### src/rtl/pipe_stage_rv.sv
// Valid/ready pipeline stage register with optional 2-entry skid buffer,
// synchronous flush and bubble masking of the control word.
module pipe_stage_rv #(
  parameter int unsigned DATA_WIDTH = 64,
  parameter int unsigned CTRL_WIDTH = 16,
  parameter int unsigned SKID       = 1
) (
  input  logic                  clk,
  input  logic                  rst_n,
  input  logic                  flush_i,
  input  logic                  in_valid_i,
  output logic                  in_ready_o,
  input  logic [DATA_WIDTH-1:0] data_i,
  input  logic [CTRL_WIDTH-1:0] ctrl_i,
  output logic                  out_valid_o,
  input  logic                  out_ready_i,
  output logic [DATA_WIDTH-1:0] data_o,
  output logic [CTRL_WIDTH-1:0] ctrl_o,
  output logic [1:0]            count_o
);

  logic                  main_valid_q, main_valid_d;
  logic [DATA_WIDTH-1:0] main_data_q, main_data_d;
  logic [CTRL_WIDTH-1:0] main_ctrl_q, main_ctrl_d;
  logic                  skid_valid_q, skid_valid_d;
  logic [DATA_WIDTH-1:0] skid_data_q, skid_data_d;
  logic [CTRL_WIDTH-1:0] skid_ctrl_q, skid_ctrl_d;
  logic [1:0]            count_q, count_d;
  logic                  in_fire;
  logic                  out_fire;

  // Skid mode: ready depends only on state (plus the flush kill); no skid: chained ready.
  always_comb begin
    in_ready_o = 1'b0;
    if (SKID != 0) begin
      in_ready_o = !skid_valid_q && !flush_i;
    end else begin
      in_ready_o = (!main_valid_q || out_ready_i) && !flush_i;
    end
  end

  assign in_fire  = in_valid_i && in_ready_o;
  assign out_fire = main_valid_q && out_ready_i;

  // Next-state: main is the head; skid only fills when main is held.
  always_comb begin
    main_valid_d = main_valid_q;
    main_data_d  = main_data_q;
    main_ctrl_d  = main_ctrl_q;
    skid_valid_d = skid_valid_q;
    skid_data_d  = skid_data_q;
    skid_ctrl_d  = skid_ctrl_q;
    if (flush_i) begin
      main_valid_d = 1'b0;
      skid_valid_d = 1'b0;
    end else if (skid_valid_q) begin
      if (out_fire) begin
        main_data_d  = skid_data_q;
        main_ctrl_d  = skid_ctrl_q;
        skid_valid_d = 1'b0;
      end
    end else if (!main_valid_q || out_fire) begin
      main_valid_d = in_fire;
      if (in_fire) begin
        main_data_d = data_i;
        main_ctrl_d = ctrl_i;
      end
    end else if (in_fire && (SKID != 0)) begin
      skid_valid_d = 1'b1;
      skid_data_d  = data_i;
      skid_ctrl_d  = ctrl_i;
    end
    count_d = {1'b0, main_valid_d} + {1'b0, skid_valid_d};
  end

  always_ff @(posedge clk) begin
    if (!rst_n) begin
      main_valid_q <= 1'b0;
      main_data_q  <= '0;
      main_ctrl_q  <= '0;
      skid_valid_q <= 1'b0;
      skid_data_q  <= '0;
      skid_ctrl_q  <= '0;
      count_q      <= 2'd0;
    end else begin
      main_valid_q <= main_valid_d;
      main_data_q  <= main_data_d;
      main_ctrl_q  <= main_ctrl_d;
      skid_valid_q <= skid_valid_d;
      skid_data_q  <= skid_data_d;
      skid_ctrl_q  <= skid_ctrl_d;
      count_q      <= count_d;
    end
  end

  assign out_valid_o = main_valid_q;
  assign data_o      = main_data_q;
  assign ctrl_o      = main_valid_q ? main_ctrl_q : '0;
  assign count_o     = count_q;

endmodule

### config.mk
export PLATFORM = sky130hd
export DESIGN_NAME = pipe_stage_rv
export DESIGN_NICKNAME = d
export VERILOG_FILES = /design/src/rtl/pipe_stage_rv.sv
export SDC_FILE = /design/constraint.sdc
export NUM_CORES = 1
export LEC_CHECK = 0
export ABC_AREA = 0
export BUFFER_PORTS_ARGS = -buffer_cell sky130_fd_sc_hd__buf_2
export CAP_MARGIN = 20
export CORE_AREA = 2 2 178 180
export CTS_BUF_LIST = sky130_fd_sc_hd__clkbuf_8
export DETAILED_ROUTE_END_ITERATION = 8
export DIE_AREA = 0 0 180 182
export GPL_TIMING_DRIVEN = 0
export SYNTH_ARGS = -nofsm -noshare
export SYNTH_HDL_FRONTEND = slang
export SYNTH_SLANG_ARGS = --single-unit
export TNS_END_PERCENT = 50
### constraint.sdc
create_clock -name clk -period 1.4 [get_ports clk]
set_clock_uncertainty 0.05 [all_clocks]
set_input_delay 0.14 -clock clk [delete_from_list [all_inputs] [get_ports clk]]
set_output_delay 0.14 -clock clk [all_outputs]
set_load 0.005 [all_outputs]
Yosys cells after proc, flatten, opt, wreduce, memory -nomap -nowiden
Index checks and enable logic that the tools add are counted.

Flip-flop bits (word level): 164. Input port bits: 85. Output and inout port bits: 84. Logic and storage cells: 40.

$add $sub $neg: 1. Equal/unequal tests: 1. Mux-type cells: 17. Bitwise gates (word level): 3. Reductions and logical operators: 11.

Operators with widths (count): $mux 64 (4); $mux 16 (5); $mux 1 (8); $reduce_and 4->1 (2); $reduce_bool 2->1 (2); $logic_and 1x1->1 (3); $logic_not 1->1 (3); $not 1->1 (3); $add 1x1->2 (1); $ne 2x1->1 const B (1); $logic_or 1x1->1 (1).

Longest topological paths before layout
Depth in word-level cells: 8. Mapped depth: 6. Depth with buffers taken out: 5.

Worst setup path before layout
No wires, ideal clock.

Kind: register -> register. Start point: register skid_valid_q. End point: register count_q[0], in the netlist count_o[0]. Arrival time: 1383 ps. Path slack: -148 ps. Cell stages (with the launch flop): 7. Buffers on the path: 2. Cells stage by stage: dfxtp_1 buf_2 buf_4 a21oi_1 a211oi_1 ha_1 and2_1.

Cells in the longest elaborated chain, start to end: 8. Elaborated cells between the ends (all ways): 11. Those cells by class: add/sub: 1; mux: 7; reduce/logical: 3.

Ends and longest elaborated chain: start, declared (RTL line 25) `logic skid_valid_q, skid_valid_d;`; start signal, assigned (RTL line 89) `skid_valid_q <= skid_valid_d;`; $logic_not 1->1 (RTL line 36) `in_ready_o = !skid_valid_q && !flush_i;`; $logic_and 1x1->1 (RTL line 36); $logic_and 1x1->1 (RTL line 42) `assign in_fire = in_valid_i && in_ready_o;`; $mux 1 (RTL line 68) `end else if (in_fire && (SKID != 0)) begin`; $mux 1 (RTL line 62) `end else if (!main_valid_q || out_fire) begin`; $mux 1 * (RTL line 56) `end else if (skid_valid_q) begin`; $mux 1 * (RTL line 53) `if (flush_i) begin`; net skid_valid_d (RTL line 25); $add 1x1->2 * (RTL line 73) `count_d = {1'b0, main_valid_d} + {1'b0, skid_valid_d};`; net count_d[0] (RTL line 28) `logic [1:0] count_q, count_d;`; end signal, assigned (RTL line 92) `count_q <= count_d;`; end, declared (RTL line 28).

The timed path passes the listed nets; every way through them passes the cells marked *. A chain may end at the register's enable or synchronous reset.

Worst setup path after layout
Start point: register skid_valid_q. End point: register skid_data_q[58].

Cells in the longest elaborated chain, start to end: 4. Elaborated cells between the ends (all ways): 5. Those cells by class: bitwise: 1; reduce/logical: 4.

Ends and longest elaborated chain: $logic_not 1->1 (RTL line 36); $logic_and 1x1->1 (RTL line 36); $logic_and 1x1->1 (RTL line 42); $reduce_and 4->1 (no source line) *; end signal, assigned (RTL line 90) `skid_data_q <= skid_data_d;`; end, declared (RTL line 26) `logic [DATA_WIDTH-1:0] skid_data_q, skid_data_d;`.

Mark *: on every way between the ends. The rest lies on a longest branch, timed or not.

==> impl_metrics.ini <==
[status]
status = finished with violations
failed_checks = negative setup slack

[global_routing]
grt_use_total_pct = 13.6
first_global_vias = 6485
grt_max_degree = 17
antenna_found_initial = 0
grt_pass1_wl_microns = 35000
grt_overflow = 0

[routing]
drt_iter0_drc = 228
route.met2.wl_microns = 11200
dr.pass1.iters = 4
remaining_drc_errors = 0
wl_met3_microns = 693
dr.max_layer_used = met4
ant_nets = 0
num_vias = 6485
routed_wl_microns = 22500
detail_route.wl_per_cell_microns = 14.8
wl_met1_microns = 10200
drt-vias-per-instance = 4.27

[placement]
gp_congestion = 0.744
dpl-instance-area_sq_um = 8940
io_buffers = 167
dp_hpwl_microns = 15300
dp_slack_ns = -0.521
dp_cells = 1390

[clock_network]
cts_made_buffers = 17
clkSinkCount = 164
worstSkewPairLatency_ns = 0.46
clk_pin_slew_ns = 0.09
cts.path.max_buffers = 2
root_buffer = clkbuf_8
htreeDepth = 4
cts_tree = done

[final_layout]
finalInstanceArea_sq_um = 10800
num_antenna_cells = 0
area_growth_pct = 41.9
fin_nets = 1190
final_common_cell = nand2_1
layoutNonFillerInstCount = 1519
final_cell_mix = nand2_1 (321), dfxtp_1 (162), mux2i_1 (159), buf_2 (158), dlygate4sd3_1 (82)
drive_above_1_share_pct = 24.4
nFillCells = 3159

[logic_synthesis]
synth.avg_cell_area_sq_um = 9.24
ys_types = 19
syn_area_sq_um = 7590
ys_warn_count = 0
synth-seq-cells = 164
synth-seq-area-share_pct = 43.3
syn_nets = 907
async_flop_share_pct = 0
synth_edf_count = 0
netlist_instances = 821
synth_flop_cell = dfxtp_1

[critical_path]
r2r_setup_slack_ns = -0.17
r2r-start = skid_valid_q
cp-start-kind = flip-flop
cp-startpoint = skid_valid_q
cp.required_ns = 1.74
r2r_end = skid_data_q[58]
worst-setup-path-type = reg -> reg
cp.arrival_ns = 1.91
cp_max_fo = 10
crit_path_end = skid_data_q[58]
reg2reg_depth = 6
worst_setup_path_end_kind = flip-flop

[power_and_ir_drop]
fin_total_pwr_w = 0.00993
power_leakage_nw = 4.76
power_density_nw_per_um2 = 922
irDropWorstVdd_mv = 0.509

[die]
dieArea_sq_um = 32800
start_util_pct = 24.5
io_pins = 169
die_w_microns = 180
dieHeight_microns = 182
rows = 65
core_sq_um = 31000

[sta]
period_needed_ns = 1.57
setup_ws_ns = -0.169
fin_crit_sh_pct = 112
slew_violations = 0
worstMarginPinSlew_ns = 0.690
finalHoldViolCount = 0
fmax_mhz = 637
rsz0062_at_grt = true
relSlewSlack_pct = 54.0
setup-violations-final = 178

[job]
cap_viol_max_count = 0

[worst_hold_path]
hp-class = in -> reg
hp-start = in_valid_i
[report_power, final]
group	total [W]	switching, W	internal [W]
clock	0.00370	0.00207	0.00164
combinational	0.00134	0.000649	0.000694
sequential	0.00488	0.0000727	0.00480
total	0.00993	0.00279	0.00714
[timing repair]
item	CTS	global route
endpoints found under the setup margin	180	179
endpoints found under the hold margin	126	0
pin swaps	14	7
buffers inserted	10	1
resized for setup	65	35
gates cloned	4	0
hold buffers	82	0
[how the worst min path moves through the flow]
stage / to / slack [ns] / depth (start not counted)
after floorplan: out_valid_o / 0.17 / 1
after global placement: skid_data_q[26] / 0.35 / 3
after detailed placement: skid_ctrl_q[15] / 0.36 / 3
after CTS: out_valid_o / -0.01 / 4
after global routing: out_valid_o / 0.03 / 4
final: out_valid_o / 0.05 / 4
[sequential cells by signal, indices dropped and copies added (netlist names)]
register,cells
data_o,64
skid_data_q,64
main_ctrl_q,16
skid_ctrl_q,16
count_o,2
out_valid_o,1
skid_valid_q,1
[final cells by class]
type / count / area, sq um / area share (%)
flip-flops and latches: 164 / 3290 / 30.6
clock buffers: 17 / 234 / 2.17
inverters: 2 / 7.51 / 0.0697
repair buffers: 264 / 1970 / 18.3
well taps: 402 / 503 / 4.67
clock inverters: 15 / 170 / 1.58
plain buffers: 65 / 606 / 5.63
multi-input cells: 590 / 3980 / 37.0
[per-stage QoR]
step | hold slack [ns] | util, % | TNS (ns)
after CTS | -0.0131 | 34.3 | -18.77
after floorplan | 0.167 | - | 0
after global placement | 0.348 | 28.8 | -45.60
after global routing | 0.0313 | 34.7 | -28.03
final | 0.0541 | 34.7 | -16.45
after detailed placement | 0.357 | 28.8 | -47.65
[kinds of logic after synthesis]
logic type	after synthesis	share of synthesized area, %
compound gates	6	0.528
fa+ha+maj	1	0.165
buf+inv	67	5.24
flops	164	43.3
mux	240	33.0
simple gates	343	17.8
[synthesized netlist by cell type, types with 2 or more instances]
cell type | instances | area (sq um)
nand2_1 | 321 | 1200
dfxtp_1 | 164 | 3280
mux2i_1 | 160 | 1600
mux2_1 | 80 | 901
clkbuf_1 | 34 | 128
and2_1 | 19 | 119
buf_6 | 16 | 180
buf_2 | 12 | 60.1
buf_4 | 3 | 22.5
a211oi_1 | 2 | 15.0
a21oi_1 | 2 | 10.0
[metal layers]
layer | up-vias | GRT usage, %
li1 | 3271 | -
met1 | 3064 | 16.6
met2 | 130 | 24.0
met3 | 20 | 2.25
met4 | 0 | 4.88
met5 | - | 0
[worst max-delay path: stages, from the launching register on]
cell	delay (ns)
dfxtp_4	0.37
nand2b_4	0.15
nor4b_2	0.20
buf_4	0.17
buf_12	0.16
buf_12	0.16
mux2i_1	0.21
Power figures use the tool's default switching activity.
